<file path="config.mk">
export PLATFORM = sky130hd
export DESIGN_NAME = seq_timing_ctrl_flat
export DESIGN_NICKNAME = d
export VERILOG_FILES = /design/src/rtl/seq_timing_ctrl_if.sv /design/src/rtl/seq_timing_ctrl.sv /design/src/flat_wrapper.sv
export SDC_FILE = /design/constraint.sdc
export NUM_CORES = 1
export LEC_CHECK = 0
export CAP_MARGIN = 20
export CORE_MARGIN = 2
export CORE_UTILIZATION = 25
export CTS_CLUSTER_SIZE = 28
export DETAILED_ROUTE_END_ITERATION = 6
export HOLD_SLACK_MARGIN = 0.12
export PLACE_DENSITY = 0.55
export SETUP_SLACK_MARGIN = 0.2
export SLEW_MARGIN = 0
export SYNTH_ARGS = -nofsm -noshare
export SYNTH_HDL_FRONTEND = slang
export SYNTH_SLANG_ARGS = --single-unit
</file>
<file path="constraint.sdc">
create_clock -name clk -period 4.6 [get_ports clk]
set_input_delay 0.92 -clock clk [delete_from_list [all_inputs] [get_ports clk]]
set_output_delay 0.92 -clock clk [all_outputs]
set_load 0.1 [all_outputs]
</file>
<file path="src/rtl/seq_timing_ctrl_if.sv">
// seq_timing_ctrl_if: sequence-counter feedback, IR fields and control strobes of the instruction-cycle controller
interface seq_timing_ctrl_if #(
  parameter int SC_W  = 3,
  parameter int CNT_W = 16
);
  logic [SC_W-1:0]    sc_number;
  logic               run;
  logic               halt_req;
  logic [2:0]         ir_op;
  logic               ir_ind;
  logic               exec_done;
  logic [2**SC_W-1:0] t_sig;
  logic               sc_inc;
  logic               sc_clr;
  logic               ld_ar;
  logic               ld_ir;
  logic               dec_stb;
  logic               ind_stb;
  logic               instr_done;
  logic               halted;
  logic               err_timeout;
  logic [CNT_W-1:0]   instr_count;
  modport slave (
    input  sc_number, run, halt_req, ir_op, ir_ind, exec_done,
    output t_sig, sc_inc, sc_clr, ld_ar, ld_ir, dec_stb, ind_stb,
           instr_done, halted, err_timeout, instr_count
  );
  modport master (
    output sc_number, run, halt_req, ir_op, ir_ind, exec_done,
    input  t_sig, sc_inc, sc_clr, ld_ar, ld_ir, dec_stb, ind_stb,
           instr_done, halted, err_timeout, instr_count
  );
endinterface

</file>
<file path="src/rtl/seq_timing_ctrl.sv">
// seq_timing_ctrl: fetch/decode/indirect/execute sequencer closing the loop around an external sequence counter
module seq_timing_ctrl #(
  parameter int SC_W  = 3,
  parameter int CNT_W = 16
) (
  input  logic               clk,
  input  logic               reset,
  seq_timing_ctrl_if.slave   bus
);
  localparam int NUM_T = 2**SC_W;
  typedef enum logic [2:0] {S_IDLE, S_FETCH, S_DECODE, S_INDIRECT, S_EXECUTE, S_HALTED} state_t;
  state_t           r_state, w_next;
  logic             r_halt_pend, r_err_timeout;
  logic [CNT_W-1:0] r_instr_count;
  logic [NUM_T-1:0] w_dec;
  logic             w_active, w_zero, w_retire, w_timeout, w_resume;
  assign w_dec     = NUM_T'(1) << bus.sc_number;
  assign w_zero    = bus.sc_number == '0;
  assign w_active  = r_state inside {S_FETCH, S_DECODE, S_INDIRECT, S_EXECUTE};
  assign w_retire  = r_state == S_EXECUTE && bus.exec_done;
  // exec_done on the last timing slot still retires normally
  assign w_timeout = r_state == S_EXECUTE && !bus.exec_done && bus.sc_number == SC_W'(NUM_T-1);
  assign w_resume  = r_state == S_HALTED && bus.run && !bus.halt_req && w_zero;
  always_comb begin
    w_next = r_state;
    case (r_state)
      S_IDLE:     w_next = (bus.run && w_zero) ? S_FETCH : S_IDLE;
      S_FETCH:    w_next = (bus.sc_number == SC_W'(1)) ? S_DECODE : S_FETCH;
      S_DECODE:   w_next = (bus.ir_ind && bus.ir_op != 3'b111) ? S_INDIRECT : S_EXECUTE;
      S_INDIRECT: w_next = S_EXECUTE;
      S_EXECUTE:  w_next = w_retire ? ((r_halt_pend || bus.halt_req) ? S_HALTED : S_FETCH) :
                           w_timeout ? S_HALTED : S_EXECUTE;
      S_HALTED:   w_next = w_resume ? S_FETCH : S_HALTED;
      default:    w_next = S_IDLE;
    endcase
    bus.t_sig       = w_active ? w_dec : '0;
    bus.sc_clr      = !w_active || w_retire || w_timeout;
    bus.sc_inc      = w_active && !w_retire && !w_timeout;
    bus.ld_ar       = r_state == S_FETCH && w_dec[0];
    bus.ld_ir       = r_state == S_FETCH && w_dec[1];
    bus.dec_stb     = r_state == S_DECODE;
    bus.ind_stb     = r_state == S_INDIRECT;
    bus.instr_done  = w_retire;
    bus.halted      = r_state == S_HALTED;
    bus.err_timeout = r_err_timeout;
    bus.instr_count = r_instr_count;
  end
  always_ff @(posedge clk or negedge reset) begin
    if (!reset) begin
      r_state       <= S_IDLE;
      r_halt_pend   <= 1'b0;
      r_err_timeout <= 1'b0;
      r_instr_count <= '0;
    end else begin
      r_state       <= w_next;
      r_halt_pend   <= w_resume ? 1'b0 : (r_halt_pend || (w_active && bus.halt_req));
      r_err_timeout <= w_resume ? 1'b0 : (r_err_timeout || w_timeout);
      r_instr_count <= r_instr_count + CNT_W'(w_retire);
    end
  end
endmodule

</file>
<file path="src/flat_wrapper.sv">
// flat-port wrapper written by rule: the top's interface ports become plain ports
module seq_timing_ctrl_flat 
#(
  parameter int SC_W  = 3,
  parameter int CNT_W = 16
)
  (clk, reset, bus_sc_number, bus_run, bus_halt_req, bus_ir_op, bus_ir_ind, bus_exec_done, bus_t_sig, bus_sc_inc, bus_sc_clr, bus_ld_ar, bus_ld_ir, bus_dec_stb, bus_ind_stb, bus_instr_done, bus_halted, bus_err_timeout, bus_instr_count);
  seq_timing_ctrl_if #(.SC_W(SC_W), .CNT_W(CNT_W)) bus_i ();
  input  logic clk;
  input  logic reset;
  input wire logic [$bits(bus_i.sc_number)-1:0] bus_sc_number;
  input wire logic [$bits(bus_i.run)-1:0] bus_run;
  input wire logic [$bits(bus_i.halt_req)-1:0] bus_halt_req;
  input wire logic [$bits(bus_i.ir_op)-1:0] bus_ir_op;
  input wire logic [$bits(bus_i.ir_ind)-1:0] bus_ir_ind;
  input wire logic [$bits(bus_i.exec_done)-1:0] bus_exec_done;
  output wire logic [$bits(bus_i.t_sig)-1:0] bus_t_sig;
  output wire logic [$bits(bus_i.sc_inc)-1:0] bus_sc_inc;
  output wire logic [$bits(bus_i.sc_clr)-1:0] bus_sc_clr;
  output wire logic [$bits(bus_i.ld_ar)-1:0] bus_ld_ar;
  output wire logic [$bits(bus_i.ld_ir)-1:0] bus_ld_ir;
  output wire logic [$bits(bus_i.dec_stb)-1:0] bus_dec_stb;
  output wire logic [$bits(bus_i.ind_stb)-1:0] bus_ind_stb;
  output wire logic [$bits(bus_i.instr_done)-1:0] bus_instr_done;
  output wire logic [$bits(bus_i.halted)-1:0] bus_halted;
  output wire logic [$bits(bus_i.err_timeout)-1:0] bus_err_timeout;
  output wire logic [$bits(bus_i.instr_count)-1:0] bus_instr_count;
  assign bus_i.sc_number = bus_sc_number;
  assign bus_i.run = bus_run;
  assign bus_i.halt_req = bus_halt_req;
  assign bus_i.ir_op = bus_ir_op;
  assign bus_i.ir_ind = bus_ir_ind;
  assign bus_i.exec_done = bus_exec_done;
  assign bus_t_sig = bus_i.t_sig;
  assign bus_sc_inc = bus_i.sc_inc;
  assign bus_sc_clr = bus_i.sc_clr;
  assign bus_ld_ar = bus_i.ld_ar;
  assign bus_ld_ir = bus_i.ld_ir;
  assign bus_dec_stb = bus_i.dec_stb;
  assign bus_ind_stb = bus_i.ind_stb;
  assign bus_instr_done = bus_i.instr_done;
  assign bus_halted = bus_i.halted;
  assign bus_err_timeout = bus_i.err_timeout;
  assign bus_instr_count = bus_i.instr_count;
  seq_timing_ctrl #(.SC_W(SC_W), .CNT_W(CNT_W)) u_core (.clk(clk), .reset(reset), .bus(bus_i));
endmodule
</file>
Word level (Yosys, flattened, before mapping)
Index checks and enable logic that the tools add are counted.
{ "totals": {"register_bits": 21, "input_bits": 12} }
{ "classes": {"n_eq_ne": 8, "n_shift": 1, "n_mux": 11, "n_reduce_logical": 26, "add_sub_neg": 1} }
{ "op_table": {"columns": ["operator", "count"], "rows": [
  ["3-bit case mux with 6 select lines", 1],
  ["16-bit by 1-bit adder with 16-bit output", 1],
  ["1-bit logical AND", 13],
  ["3-bit 2-to-1 mux", 4],
  ["3-bit equality test (second input constant)", 3],
  ["8-bit 2-to-1 mux", 1],
  ["1-bit by 3-bit << shifter with 8-bit output (first input constant)", 1],
  ["3-bit by 1-bit equality test with 1-bit output (second input constant)", 2],
  ["3-bit by 2-bit equality test with 1-bit output (second input constant)", 2],
  ["3-bit zero test", 2],
  ["1-bit zero test", 5],
  ["1-bit logical OR", 5],
  ["1-bit 2-to-1 mux", 4],
  ["4-bit nonzero test", 1],
  ["3-bit inequality test (second input constant)", 1],
  ["2-bit 2-to-1 mux", 1]
]} }

Longest topological paths before layout
Gate-level depths: netlist of the first run.
{ "depth": {"depth_word": 6, "ltp_mapped": 9, "mapped_depth_nobuf": 7} }

Worst setup path before layout of the first run
OpenSTA, ideal clock, no wires.
{ "synth_timing": {"path_type": "input to output", "from": "in bus_sc_number[2]", "to": "out bus_ld_ar", "path_stages": 3, "path_slack_ns": 0.507, "required_ns": 3.680, "path_buffers": 0, "arrival_time_ns": 3.173, "path_cell_list": "nor2_1 -> nand2_1 -> nor3_1"} }
{ "synth_between": {"elab_chain_cells": 2} }
{ "synth_rtl": {"columns": ["element", "line_no", "rtl"], "rows": [
  ["from (decl)", "flat_wrapper.sv:11", "input wire logic [$bits(bus_i.sc_number)-1:0] bus_sc_number;"],
  ["1-bit by 3-bit << shifter with 8-bit output", "seq_timing_ctrl.sv:17", "assign w_dec = NUM_T'(1) << bus.sc_number;"],
  ["1-bit logical AND", "seq_timing_ctrl.sv:39", "bus.ld_ar = r_state == S_FETCH && w_dec[0];"],
  ["to (decl)", "flat_wrapper.sv:20", "output wire logic [$bits(bus_i.ld_ar)-1:0] bus_ld_ar;"]
]} }
No other way between the ends.

Final worst setup path of the first run
{ "layout_timing": {"from": "in bus_sc_number[1]", "to": "out bus_sc_inc"} }
{ "layout_between": {"elab_chain_cells": 4} }
{ "layout_rtl": {"columns": ["element", "line_no", "rtl"], "rows": [
  ["3-bit equality test", "seq_timing_ctrl.sv:22", "assign w_timeout = r_state == S_EXECUTE && !bus.exec_done && bus.sc_number == SC_W'(NUM_T-1);"],
  ["1-bit logical AND", "seq_timing_ctrl.sv:22", null],
  ["1-bit zero test", "seq_timing_ctrl.sv:38", "bus.sc_inc = w_active && !w_retire && !w_timeout;"],
  ["1-bit logical AND", "seq_timing_ctrl.sv:38", null],
  ["to (decl)", "flat_wrapper.sv:18", "output wire logic [$bits(bus_i.sc_inc)-1:0] bus_sc_inc;"]
]} }
No other way between the ends.

==> results of run 1 <==
[area by class of cell]
cell class,instances,area share (%)
multi-input combinational,83,33.9
sequential,21,32.3
timing repair buffer,45,26.0
tap,52,4.00
clock buffer,3,2.54
inverter,4,0.924
clock inverter,1,0.308
[stage by stage]
stage               cells  total power [mW]
finish                209              1.08
global route          209              1.12
CTS                   208              1.08
detailed placement    204             0.958
global placement      204             0.956
floorplan             113             0.813
[cells in the final DEF (no fill, tap or decap), types with 2 or more instances in the layout]
cell type         n
clkdlybuf4s50_1  31
dfrtp_1          21
buf_4            13
nand3_1          10
xnor2_1          10
and3_1            9
nor2_1            9
nand2_1           5
nand2b_1          5
xor2_1            4
inv_1             4
a21oi_1           4
nor2b_1           3
and2_1            3
nor3_1            3
a31oi_1           3
clkbuf_8          3
and3_4            2
ha_1              2
[Yosys cell counts, types with 2 or more instances]
library cell	n	area, um^2
nor2b_1	3	18.8
nand3_1	10	50.1
buf_2	3	15.0
nor2_1	9	33.8
and3_4	2	22.5
inv_1	4	15.0
ha_1	2	25.0
nand2_1	5	18.8
xor2_1	4	35.0
and3_1	9	56.3
dfrtp_1	21	526
a21oi_1	4	20.0
nand2b_1	5	31.3
a31oi_1	3	18.8
xnor2_1	10	87.6
nor3_1	3	15.0
and2_1	3	18.8
[power breakdown]
| group | total [mW] | switching [mW] | internal (mW) |
|---|---|---|---|
| Clock | 0.121 | 0.0607 | 0.0604 |
| Sequential | 0.263 | 0.0468 | 0.216 |
| Combinational | 0.692 | 0.542 | 0.150 |
[flip-flops by register name (all words and copies together) (netlist names)]
name,count
u_core.r_halt_pend,1
u_core.r_state,3
u_core.bus.err_timeout,1
u_core.bus.instr_count,16
[final timing paths]
check,slack [ps],to,cells after the start,from
min in group asynchronous,950,u_core.bus.instr_count[15],1,reset
max in group asynchronous,3210,u_core.bus.instr_count[5],2,reset
min reg2reg,470,u_core.bus.instr_count[15],1,u_core.bus.instr_count[15]
max reg2reg,2430,u_core.bus.instr_count[8],7,u_core.r_state[0]
max,1200,bus_sc_inc,5,bus_sc_number[1]
min,470,u_core.bus.instr_count[15],1,u_core.bus.instr_count[15]
[routing by layer]
metal	routed length [um]	share of wire (%)
met1	1240	45
met2	1290	47
met3	190	6.9
met4	34	1.2
met5	0	0
[logic make-up after synthesis]
kind of cell / after synthesis / share of synthesized area, %
flops: 21 / 47.0
fa+ha+maj: 2 / 2.24
compound gates: 12 / 7.38
buf+inv: 9 / 3.80
xor+xnor: 15 / 12.4
simple gates: 54 / 27.2
[critical path, stage by stage]
cell	delay (ps)
clkdlybuf4s50_1	550
and3_1	260
a31oi_1	290
and2_1	180
buf_4	280
==> results.ini, run 1 <==
[status]
status=completed

[global_route]
grt-ovfl-total=0
grt_max_degree=22
grtUsageMet2_pct=19.7
busiest_layer=met2
grt_pass1_vias=1003
antenna_found_initial=0
grt_first_pass_wirelength_um=4660
grtUsageTotal_pct=11.5
grtUsageMet3_pct=2.42
grt_use_met1_pct=14.3

[timing]
period_needed_ps=3400
slew-limit-headroom_pct=33.3
fmax_ghz=0.294
post-route-period-util_pct=73.9
hold_violations=0
setup_violations=0
final.setup_skew_ps=2.00
rsz0062_at_grt=false
setup-tns-final_ps=0
whs_ps=472
slew_violations=0
worst_pin_slew_ps=998
setup_ws_ps=1200

[placement]
dp_hpwl_um=2140
gp_congestion=0.800
io_buffers=44
pre_cts_slack_ps=1230
placed_area_um2=1560

[drt]
dr.pass1.iters=3
vias=957
drt-initial-drc-count=17
final_antenna_net_count=0
wl_per_cell_um=13.1
route.detailed.drc=0
viasPerCell=4.58
drt-total-wl_um=2750

[logic_synthesis]
yosys_register_bits=21
syn_inst=113
yosysWarnings=0
synth_area_per_cell_um2=9.90
syn-num-nets=127
synth_edf_count=0
yosysSeqAreaShare_pct=47.0
synth_area_um2=1120
synth_flop_cell=dfrtp_1
async_flop_share_pct=100
ys_types=30

[power_and_ir_drop]
vdd_drop_max_mv=0.616
p_per_area_nw_per_um2=662
p_leak_nw=0.747

[cells_and_area]
ff_latch_area_um2=526
multi_input_area_um2=551
n_antenna_cell=0
area_growth_pct=45.3
finalInstanceArea_um2=1630
final_layout_size_suffix_gt1_share_pct=14.6
nets=172
fillers=449
utilization_pct=37.6

[die]
chipHeight_um=70.9
die_w_um=70.9
initial_core_util_pct=25.9
io_pins=45
num_rows=24
core_um2=4320
dieArea_um2=5030

[clock_network]
postCtsSetupBuffers=0
cts_inserted_buffers=3
cts-htree-levels=1
cts_tree=built
cts_root_buffer=clkbuf_8
clock_path_buffers=2
clk_latency_ps=260
clk_pin_slew_ps=80
clock_sinks=21
cts_resized=0
postCtsHoldBufs=0

[worst_setup_path]
crit_fanout=9
critPathArrivalTime_ps=2480
critPathRequiredTime_ps=3680
cp-start-kind=primary input
end_kind=output port
critical_path_class=primary input to output port

[run]
drv_cap=0

[hold_path]
holdCritPathClass=register to register

Power figures use the tool's default switching activity.
==> run 2: changes to the inputs <==
==> constraint.sdc (replaced) <==
create_clock -name clk -period 3.21 [get_ports clk]
set_input_delay 0.642 -clock clk [delete_from_list [all_inputs] [get_ports clk]]
set_output_delay 0.642 -clock clk [all_outputs]
set_load 0.1 [all_outputs]
==> run 2 against run 1 <==
Cell count is 0.48% higher. First-iteration DRC count grew to 3.5 times the previous value. Register-to-register slack worse by 1400 ps. Clock skew is 7.3 ps higher. Count of clock-buffer cells in the layout stayed put. Flip-flop and latch count stayed put. Critical path depth stayed put. Cell area is 7.2% higher. Total power is 56% higher. Clock power is 41% higher. Non-clock buffer count is 1 higher. Largest cell class unchanged. Largest power group unchanged. Highest routed layer unchanged.
==> results.ini, run 2 (same netlist as run 1, synthesis figures left out) <==
[die]
num_rows=24
chipHeight_um=70.9
core_um2=4320
dieArea_um2=5030
io_pins=45
initial_core_util_pct=25.9
die_w_um=70.9

[drt]
route.detailed.drc=0
wl_per_cell_um=13.0
drt-initial-drc-count=60
dr.pass1.iters=4
viasPerCell=4.72
drt-total-wl_um=2720
final_antenna_net_count=0
vias=991

[global_route]
antenna_found_initial=0
grtUsageTotal_pct=11.4
grt-ovfl-total=0
grt_pass1_vias=979
grt_first_pass_wirelength_um=4620
grt_max_degree=22

[worst_setup_path]
end_kind=output port
critPathRequiredTime_ps=2570
slowest_delay_ps=500
cp-start-kind=primary input
slowest_stage=clkdlybuf4s50_1
critPathArrivalTime_ps=2090
path_cells=clkdlybuf4s50_1, and3_1, a31oi_1, and2_1, buf_12
crit_family=buffers and inverters
crit_fanout=6
critical_path_class=primary input to output port
worst-path-buf-inv=2

[placement]
gp_congestion=0.798
dp_hpwl_um=2180
io_buffers=44
placed_area_um2=1700

[clock_network]
cts_tree=built
postCtsHoldBufs=0
clock_path_buffers=2
cts_inserted_buffers=3
postCtsSetupBuffers=0
cts_root_buffer=clkbuf_8
cts-htree-levels=1
clk_latency_ps=260
cts_resized=0
clock_sinks=21
clk_pin_slew_ps=80

[timing]
whs_ps=472
rsz0062_at_grt=false
setup_violations=0
slew_violations=0
hold_violations=0
slew-limit-headroom_pct=37.6
post-route-period-util_pct=85.1
period_needed_ps=2730
setup-tns-final_ps=0
fmax_ghz=0.366
worst_pin_slew_ps=933
final.setup_skew_ps=9.30

[power_and_ir_drop]
vdd_drop_max_mv=0.973
p_leak_nw=0.828
p_per_area_nw_per_um2=963

[cells_and_area]
area_growth_pct=55.7
final_layout_size_suffix_gt1_share_pct=30.4
n_antenna_cell=0
largest_reg_flops=16
nets=173
mostFrequentLayoutCells=buf_4, dfrtp_1, buf_12
finalInstanceArea_um2=1740
final_common_cell=buf_4

[status]
status=completed

[run]
drv_cap=0

[hold_path]
holdCritPathClass=register to register

## run 2: cell types whose count changed in the layout (fill, tap and decap cells not counted)
cell and delta:
clkdlybuf4s50_1 -20, buf_12 +12, buf_4 +10, nor3_1 -3
nor3_2 +3, and3_1 -1, and3_2 +1, buf_8 -1
## run 2: layer usage
layer  GRT usage, %  up-vias  wire length (um)
li1               -      479                 -
met1           13.5      472              1130
met2           18.9       38              1340
met3           4.42        2               244
met4           3.77        0                15
met5              0        -                 0
## run 2: cell type report
cell class	instances	area (um^2)
multi-input cells	83	567
flip-flops and latches	21	526
well taps	52	65.1
inverters	4	15.0
clock inverters	1	5.00
fillers	431	2580
repair buffers	46	523
clock buffers	3	41.3
## run 2: path summary, 6_finish.rpt
check | from | end | slack, ps | cells past startpoint
hold reg to reg | u_core.bus.instr_count[15] | u_core.bus.instr_count[15] | 470 | 1
max in group asynchronous | reset | u_core.bus.instr_count[11] | 1730 | 1
hold / removal | u_core.bus.instr_count[15] | u_core.bus.instr_count[15] | 470 | 1
min in group asynchronous | reset | u_core.bus.instr_count[15] | 900 | 1
setup / recovery | bus_sc_number[2] | bus_sc_inc | 480 | 5
setup reg to reg | u_core.r_state[0] | u_core.bus.instr_count[8] | 1080 | 7
## run 2: power by group
part	total [mW]	switching [mW]	leakage (nW)	internal [mW]
combinational	1.13	0.811	0.524	0.319
sequential	0.377	0.0676	0.278	0.310
clock	0.171	0.0844	0.0255	0.0864
total	1.68	0.963	0.828	0.715
## run 2: stage by stage
step                      setup WS, ps  power [mW]  util, %  std cells
after global routing               345        1.75     40.3        210
after floorplan                    278        1.17        -        113
after CTS                          475        1.69     40.3        210
after detailed placement           487        1.52     39.2        206
after global placement             528        1.51     39.2        206
final                              478        1.68     40.3        210
